==> src/rtl/leaf_user_pkg.sv <==
// Shared definitions for the leaf user-side kernel stages: default word width,
// combine-mode selectors and the interleave FSM states.
package leaf_user_pkg;

    localparam int DEF_PAYLOAD_BITS = 32;

    localparam int MODE_SUM        = 0;
    localparam int MODE_INTERLEAVE = 1;

    typedef enum logic {
        TAKE1 = 1'b0,
        TAKE2 = 1'b1
    } take_state_e;

endpackage

==> src/rtl/leaf_user_zip2_if.sv <==
// Two-input / one-output valid-ack stream bundle between the leaf interface
// (master, drives the input streams) and the user kernel (slave).
interface leaf_user_zip2_if
    import leaf_user_pkg::*;
#(
    parameter int PAYLOAD_BITS = DEF_PAYLOAD_BITS
);
    logic [PAYLOAD_BITS-1:0] dout_leaf_interface2user_1;
    logic                    vld_interface2user_1;
    logic                    ack_user2interface_1;

    logic [PAYLOAD_BITS-1:0] dout_leaf_interface2user_2;
    logic                    vld_interface2user_2;
    logic                    ack_user2interface_2;

    logic [PAYLOAD_BITS-1:0] din_leaf_user2interface_1;
    logic                    vld_user2interface_1;
    logic                    ack_interface2user_1;

    modport master (
        output dout_leaf_interface2user_1, vld_interface2user_1,
        input  ack_user2interface_1,
        output dout_leaf_interface2user_2, vld_interface2user_2,
        input  ack_user2interface_2,
        input  din_leaf_user2interface_1, vld_user2interface_1,
        output ack_interface2user_1
    );

    modport slave (
        input  dout_leaf_interface2user_1, vld_interface2user_1,
        output ack_user2interface_1,
        input  dout_leaf_interface2user_2, vld_interface2user_2,
        output ack_user2interface_2,
        output din_leaf_user2interface_1, vld_user2interface_1,
        input  ack_interface2user_1
    );

endinterface

==> src/rtl/leaf_user_skid_fifo.sv <==
// Small power-of-two FIFO whose ready output is registered from the next
// occupancy, so upstream ack never depends on same-cycle push.
module leaf_user_skid_fifo #(
    parameter int WIDTH = 32,
    parameter int DEPTH = 2
) (
    input  logic             clk,
    input  logic             rst_n,
    input  logic             push,
    input  logic [WIDTH-1:0] push_data,
    input  logic             pop,
    output logic [WIDTH-1:0] pop_data,
    output logic             empty,
    output logic             ready
);
    localparam int AW = $clog2(DEPTH);
    localparam int CW = AW + 1;

    logic [WIDTH-1:0] mem [DEPTH];
    logic [AW-1:0]    wr_ptr;
    logic [AW-1:0]    rd_ptr;
    logic [CW-1:0]    count;
    logic [CW-1:0]    count_next;
    logic             push_en;
    logic             pop_en;

    // A push while full is dropped: ready was already low that cycle.
    assign push_en    = push & ready;
    assign pop_en     = pop & ~empty;
    assign count_next = count + CW'(push_en) - CW'(pop_en);
    assign empty      = (count == '0);
    assign pop_data   = mem[rd_ptr];

    // NOTE: non-blocking assignments for all sequential state so every register samples pre-edge values.
    always_ff @(posedge clk or negedge rst_n) begin
        if (!rst_n) begin
            wr_ptr <= '0;
            rd_ptr <= '0;
            count  <= '0;
            ready  <= 1'b0;
        end else begin
            wr_ptr <= wr_ptr + AW'(push_en);
            rd_ptr <= rd_ptr + AW'(pop_en);
            count  <= count_next;
            ready  <= (count_next != CW'(DEPTH));
        end
    end

    // NOTE: storage is not reset; stale entries are unreachable because empty gates every read.
    always_ff @(posedge clk) begin
        if (push_en) begin
            mem[wr_ptr] <= push_data;
        end
    end

endmodule

==> src/rtl/leaf_user_zip2.sv <==
// User kernel for an i2o1 leaf page: buffers two input streams and merges them
// into one output stream by element-wise sum or strict in1/in2 interleave.
module leaf_user_zip2
    import leaf_user_pkg::*;
#(
    parameter int PAYLOAD_BITS = DEF_PAYLOAD_BITS,
    parameter int MODE         = MODE_SUM,
    parameter int FIFO_DEPTH   = 2
) (
    input  logic        clk_user,
    input  logic        reset,
    leaf_user_zip2_if.slave bus,
    output logic [31:0] word_cnt
);
    logic [PAYLOAD_BITS-1:0] data1;
    logic [PAYLOAD_BITS-1:0] data2;
    logic                    empty1;
    logic                    empty2;
    logic                    ready1;
    logic                    ready2;
    logic                    pop1;
    logic                    pop2;

    logic                    load;
    logic [PAYLOAD_BITS-1:0] load_data;
    logic                    can_load;
    logic [PAYLOAD_BITS-1:0] out_data;
    logic                    out_vld;
    logic                    out_fire;

    take_state_e state;
    take_state_e state_next;

    leaf_user_skid_fifo #(.WIDTH(PAYLOAD_BITS), .DEPTH(FIFO_DEPTH)) u_fifo1 (
        .clk       (clk_user),
        .rst_n     (reset),
        .push      (bus.vld_interface2user_1),
        .push_data (bus.dout_leaf_interface2user_1),
        .pop       (pop1),
        .pop_data  (data1),
        .empty     (empty1),
        .ready     (ready1)
    );

    leaf_user_skid_fifo #(.WIDTH(PAYLOAD_BITS), .DEPTH(FIFO_DEPTH)) u_fifo2 (
        .clk       (clk_user),
        .rst_n     (reset),
        .push      (bus.vld_interface2user_2),
        .push_data (bus.dout_leaf_interface2user_2),
        .pop       (pop2),
        .pop_data  (data2),
        .empty     (empty2),
        .ready     (ready2)
    );

    assign bus.ack_user2interface_1      = ready1;
    assign bus.ack_user2interface_2      = ready2;
    assign bus.din_leaf_user2interface_1 = out_data;
    assign bus.vld_user2interface_1      = out_vld;

    assign out_fire = out_vld & bus.ack_interface2user_1;
    assign can_load = ~out_vld | bus.ack_interface2user_1;

    always_ff @(posedge clk_user or negedge reset) begin
        if (!reset) begin
            state <= TAKE1;
        end else begin
            state <= state_next;
        end
    end

    // NOTE: every output of this block gets a default first, so no path can infer a latch.
    always_comb begin
        state_next = state;
        pop1       = 1'b0;
        pop2       = 1'b0;
        load       = 1'b0;
        load_data  = '0;
        if (MODE == MODE_SUM) begin
            if (!empty1 && !empty2 && can_load) begin
                pop1      = 1'b1;
                pop2      = 1'b1;
                load      = 1'b1;
                load_data = data1 + data2;
            end
        end else begin
            // Strict order: a waiting in1 word never overtakes a missing in2 word.
            case (state)
                TAKE1: begin
                    if (!empty1 && can_load) begin
                        pop1       = 1'b1;
                        load       = 1'b1;
                        load_data  = data1;
                        state_next = TAKE2;
                    end
                end
                TAKE2: begin
                    if (!empty2 && can_load) begin
                        pop2       = 1'b1;
                        load       = 1'b1;
                        load_data  = data2;
                        state_next = TAKE1;
                    end
                end
                default: state_next = TAKE1;
            endcase
        end
    end

    always_ff @(posedge clk_user or negedge reset) begin
        if (!reset) begin
            out_data <= '0;
            out_vld  <= 1'b0;
            word_cnt <= '0;
        end else begin
            if (load) begin
                out_data <= load_data;
                out_vld  <= 1'b1;
            end else if (out_fire) begin
                out_vld  <= 1'b0;
            end
            if (out_fire) begin
                word_cnt <= word_cnt + 32'd1;
            end
        end
    end

endmodule
==> src/flat_wrapper.sv <==
// flat-port wrapper written by rule: the top's interface ports become plain ports
module leaf_user_zip2_flat import leaf_user_pkg::*;
#(
    parameter int PAYLOAD_BITS = DEF_PAYLOAD_BITS,
    parameter int MODE         = MODE_SUM,
    parameter int FIFO_DEPTH   = 2
)
  (clk_user, reset, word_cnt, bus_dout_leaf_interface2user_1, bus_vld_interface2user_1, bus_ack_user2interface_1, bus_dout_leaf_interface2user_2, bus_vld_interface2user_2, bus_ack_user2interface_2, bus_din_leaf_user2interface_1, bus_vld_user2interface_1, bus_ack_interface2user_1);
  leaf_user_zip2_if #(.PAYLOAD_BITS(PAYLOAD_BITS)) bus_i ();
  input  logic clk_user;
  input  logic reset;
  output logic [31:0] word_cnt;
  input wire logic [$bits(bus_i.dout_leaf_interface2user_1)-1:0] bus_dout_leaf_interface2user_1;
  input wire logic [$bits(bus_i.vld_interface2user_1)-1:0] bus_vld_interface2user_1;
  output wire logic [$bits(bus_i.ack_user2interface_1)-1:0] bus_ack_user2interface_1;
  input wire logic [$bits(bus_i.dout_leaf_interface2user_2)-1:0] bus_dout_leaf_interface2user_2;
  input wire logic [$bits(bus_i.vld_interface2user_2)-1:0] bus_vld_interface2user_2;
  output wire logic [$bits(bus_i.ack_user2interface_2)-1:0] bus_ack_user2interface_2;
  output wire logic [$bits(bus_i.din_leaf_user2interface_1)-1:0] bus_din_leaf_user2interface_1;
  output wire logic [$bits(bus_i.vld_user2interface_1)-1:0] bus_vld_user2interface_1;
  input wire logic [$bits(bus_i.ack_interface2user_1)-1:0] bus_ack_interface2user_1;
  assign bus_i.dout_leaf_interface2user_1 = bus_dout_leaf_interface2user_1;
  assign bus_i.vld_interface2user_1 = bus_vld_interface2user_1;
  assign bus_ack_user2interface_1 = bus_i.ack_user2interface_1;
  assign bus_i.dout_leaf_interface2user_2 = bus_dout_leaf_interface2user_2;
  assign bus_i.vld_interface2user_2 = bus_vld_interface2user_2;
  assign bus_ack_user2interface_2 = bus_i.ack_user2interface_2;
  assign bus_din_leaf_user2interface_1 = bus_i.din_leaf_user2interface_1;
  assign bus_vld_user2interface_1 = bus_i.vld_user2interface_1;
  assign bus_i.ack_interface2user_1 = bus_ack_interface2user_1;
  leaf_user_zip2 #(.PAYLOAD_BITS(PAYLOAD_BITS), .MODE(MODE), .FIFO_DEPTH(FIFO_DEPTH)) u_core (.clk_user(clk_user), .reset(reset), .bus(bus_i), .word_cnt(word_cnt));
endmodule
==> config.mk <==
export PLATFORM = sky130hd
export DESIGN_NAME = leaf_user_zip2_flat
export DESIGN_NICKNAME = d
export VERILOG_FILES = /design/src/rtl/leaf_user_pkg.sv /design/src/rtl/leaf_user_zip2_if.sv /design/src/rtl/leaf_user_skid_fifo.sv /design/src/rtl/leaf_user_zip2.sv /design/src/flat_wrapper.sv
export SDC_FILE = /design/constraint.sdc
export NUM_CORES = 1
export LEC_CHECK = 0
export ABC_AREA = 1
export BUFFER_PORTS_ARGS = -buffer_cell sky130_fd_sc_hd__buf_2
export CAP_MARGIN = 10
export CORE_UTILIZATION = 51
export DETAILED_ROUTE_END_ITERATION = 10
export GPL_TIMING_DRIVEN = 1
export PLACE_DENSITY = 0.72
export SYNTH_ARGS = -nofsm -noshare
export SYNTH_HDL_FRONTEND = slang
export SYNTH_HIERARCHICAL = 1
export SYNTH_SLANG_ARGS = --single-unit
==> constraint.sdc <==
create_clock -name clk_user -period 5.01 [get_ports clk_user]
set_clock_uncertainty 0.2 [all_clocks]
set_input_delay 1.002 -clock clk_user [delete_from_list [all_inputs] [get_ports clk_user]]
set_output_delay 1.002 -clock clk_user [all_outputs]
set_load 0.05 [all_outputs]
==> key figures <==
Floorplanning
  • Initial Utilization: 0.520
  • Die height: 145 um
  • # rows: 52
  • Die ar.: 21,100 um2
  • Die Wd: between 100 and 150 um
  • Core footprint: about 20,000 um2
  • Top-level port count: 136

Final layout
  • Register area: 5720 um2
  • Nets: 1,461
  • Share of layout cells above drive strength 1: 0.155
  • Non-filler cells, final: between 1,500 and 2,000
  • Most frequent cells in the layout: nand2_1 (526), inv_1 (159), buf_2 (134), edfxtp_1 (128), dfrtp_1 (75)
  • Commonest non-fill, non-tap cell in the layout: nand2_1
  • Area Growth Syn to Fin: 15.2%
  • Antenna fix cells: 0
  • Multi-input gate area: ~4000 um2
  • Filler cell count: approximately 1,800

STA
  • Final setup viols: 0
  • Final Hold Vio Count: 0
  • Pins over their slew limit: 0
  • Maximum clock rate: between 0.3 and 0.4 GHz
  • RSZ-0062 raised after global routing: no
  • Final Critical Period: 3.09 ns
  • Slew @ Worst Pin: 1.08 ns
  • Tcrit/Tclk final: 0.617
  • Relative slew slack: 0.276
  • Fin Setup TNS: 0 ns

Power and ir drop
  • Power Internal: approximately 4.6 mW
  • Flop pwr share: 0.277
  • Pwr Density: ~730 nW/um2
  • Pleak: 6.14 nW
  • Comb pwr share: 0.556
  • Switch share: 0.485
  • Net Sw Power: approximately 4.3 mW
  • Clock power frac: 0.168
  • Worst vdd ir: roughly 0.35 mV

Worst setup path
  • Crit-path max FO: 34
  • Crit end category: flip-flop
  • Arrival @ worst endpoint: 3.28 ns
  • Worst path required time: approximately 5.2 ns
  • Startpoint Class: flip-flop
  • WS Path Type: flip-flop to flip-flop
  • Cells on worst reg2reg path: 17

Synthesis
  • Net Count, Synth: about 1,300
  • Seq/Total Area, Yosys: 0.545
  • Yosys warning total: 6
  • Prevailing post-synth register cell: edfxtp_1
  • #FFs+latches synth: ~200
  • Mean post-synth cell area: around 8.7 um2
  • Post-synth EDFFs: approximately 130
  • Cells after Synth: approximately 1,200
  • Synth cell types: 34
  • Syn Std Cell Area: ~10,000 um2
  • FFs w/ async S/R, synth: 0.369

Status
  • Failing checks: DRC
  • Outcome: finished with violations

Clock tree
  • TritonCTS clock tree: yes
  • Number of H-tree levels: 1
  • Post-CTS Setup Inserts: 0
  • Clock Tree Buf Depth: 3
  • Root cell of the clock tree: clkbuf_16
  • Cts-stage hold buffer count: 0
  • Worst-skew pair later-pin latency: 0.50 ns
  • CTS Sinks: around 200
  • Reg clk slew, reported paths: 0.06 ns
  • Cts bufs inserted: 22
  • Post-cts sizing count: 0

Detailed routing
  • M1 wire length: 11,000 um
  • Via density: about 5
  • DRC viols: 1
  • Met2 WL post-DR: between 10,000 and 15,000 um
  • Final WL: ~24,000 um
  • Met3 wire length: 1270 um
  • WL per Instance: between 10 and 15 um
  • Top sig layer: met4
  • DR iter-0 viols: approximately 400
  • Detailed-route via count: about 8,000
  • 1st-pass router iterations: 8
  • ANT nets after route: 0

GRT
  • Global route overflow: 0
  • Largest net degree at the start of global routing: between 70 and 80
  • Total track usage: 0.230
  • First-pass GRT wire length: 38,100 um
  • Initial antenna violation count: 0
  • Vias in the first global route: roughly 7,500

Hold path
  • Hold path cells: 1
  • Hold/Removal Path Class: flip-flop to flip-flop

Placement
  • Detail Placement HPWL: roughly 18,000 um
  • GPL Wtd Cong: 0.936
  • Port buffer count: roughly 140
  • Cell count after placement: 1,601

Flow run
  • Max-cap violations: 0
-- cell families after synthesis --
group | Yosys count | synth area share
DFF | 203 | 0.545
buffers and inverters | 185 | 0.0740
AOI/OAI and AO/OA | 39 | 0.0196
adders and majority gates | 37 | 0.0449
xor gates and xnor gates | 46 | 0.0384
and+or+nand+nor | 701 | 0.278
-- worst max-delay path: stages (launching register included) --
cell	delay (ns)
dfrtp_1	0.36
buf_4	0.26
inv_4	0.34
nand2_1	0.08
nand2_1	0.07
ha_1	0.19
inv_1	0.06
fa_1	0.40
inv_1	0.12
nand3_1	0.08
nand3_1	0.16
nand2_1	0.08
nand2_1	0.15
nand2_1	0.11
nand3_1	0.10
nand2_1	0.05
nand3_1	0.07
nand2_1	0.06
-- per-stage QoR --
step | setup WS, ns | hold slack (ns) | utilization | total power [mW] | cell area, um2
finish | 1.92 | 0.267 | 0.599 | 8.86 | 12100
global route | 1.56 | 0.269 | 0.599 | 9.56 | 12100
CTS | 1.90 | 0.267 | 0.599 | 8.89 | 12100
detailed placement | 1.71 | 0.260 | 0.565 | 7.37 | 11400
global placement | 1.79 | 0.251 | 0.565 | 7.31 | 11400
floorplan | 1.90 | 0.341 | - | 6.11 | 10500
-- cell type report --
cell class              instances  share of cell area
well taps                     270              0.0280
repair buffers                141              0.0599
clock inverters                11             0.00466
clock buffers                  29              0.0512
inverters                     164              0.0514
multi-input cells             823               0.331
flip-flops and latches        203               0.474
-- synth_stat cells (5+ instances only) --
master | number | area share
o21ai_0 | 15 | 0.0072
edfxtp_1 | 128 | 0.37
ha_1 | 36 | 0.043
buf_4 | 8 | 0.0057
nand2_2 | 12 | 0.0072
nor3_1 | 9 | 0.0043
xor2_1 | 25 | 0.021
dfrtp_1 | 75 | 0.18
clkbuf_1 | 6 | 0.0021
xnor2_1 | 21 | 0.018
nand2_1 | 526 | 0.19
nor2_4 | 5 | 0.0054
inv_1 | 159 | 0.057
nand3_1 | 55 | 0.026
buf_6 | 6 | 0.0064
a21oi_1 | 20 | 0.0095
nor2_1 | 63 | 0.023
nand4_1 | 8 | 0.0048
nor2_2 | 7 | 0.0042
-- power groups by stage --
stage / clock, mW / combinational, mW / sequential, mW
6_report: 1.49 / 4.92 / 2.45
5_1_grt: 1.58 / 5.49 / 2.49
4_1_cts: 1.51 / 4.92 / 2.45
3_5_place_dp: 0 / 4.89 / 2.48
3_3_place_gp: 0 / 4.84 / 2.47
2_1_floorplan: 0 / 3.09 / 3.02
-- layer usage --
layer  global-route usage  vias to the layer above
met2                0.379                      218
met5                    0                        -
met1                0.326                     3648
met3               0.0276                       38
li1                     -                     4090
met4               0.0542                        0
-- final timing paths --
path                                             from                                       end  slack (ns)
worst max-delay path            u_core/u_fifo1/rd_ptr  u_core/bus.din_leaf_user2interface_1[24]        1.92
worst min-delay path              u_core/word_cnt[31]                       u_core/word_cnt[31]        0.27
worst max register to register  u_core/u_fifo1/rd_ptr  u_core/bus.din_leaf_user2interface_1[24]        1.92
worst min register to register    u_core/word_cnt[31]                       u_core/word_cnt[31]        0.27
max in group asynchronous                       reset                   u_core/u_fifo2/count[0]        3.56
min in group asynchronous                       reset   u_core/bus.din_leaf_user2interface_1[3]        0.44
-- flip-flops by register name, summed over array words and instances (netlist names) --
| register | count |
|---|---|
| u_core/u_fifo1/mem | 64 |
| u_core/u_fifo2/mem | 64 |
| u_core/bus.din_leaf_user2interface_1 | 32 |
| u_core/word_cnt | 32 |
| u_core/u_fifo1/count | 2 |
| u_core/u_fifo2/count | 2 |
| u_core/bus.vld_user2interface_1 | 1 |
| u_core/u_fifo1/rd_ptr | 1 |
| u_core/u_fifo1/ready | 1 |
| u_core/u_fifo1/wr_ptr | 1 |
| u_core/u_fifo2/rd_ptr | 1 |
| u_core/u_fifo2/ready | 1 |
| u_core/u_fifo2/wr_ptr | 1 |
Power figures use the tool's default switching activity.
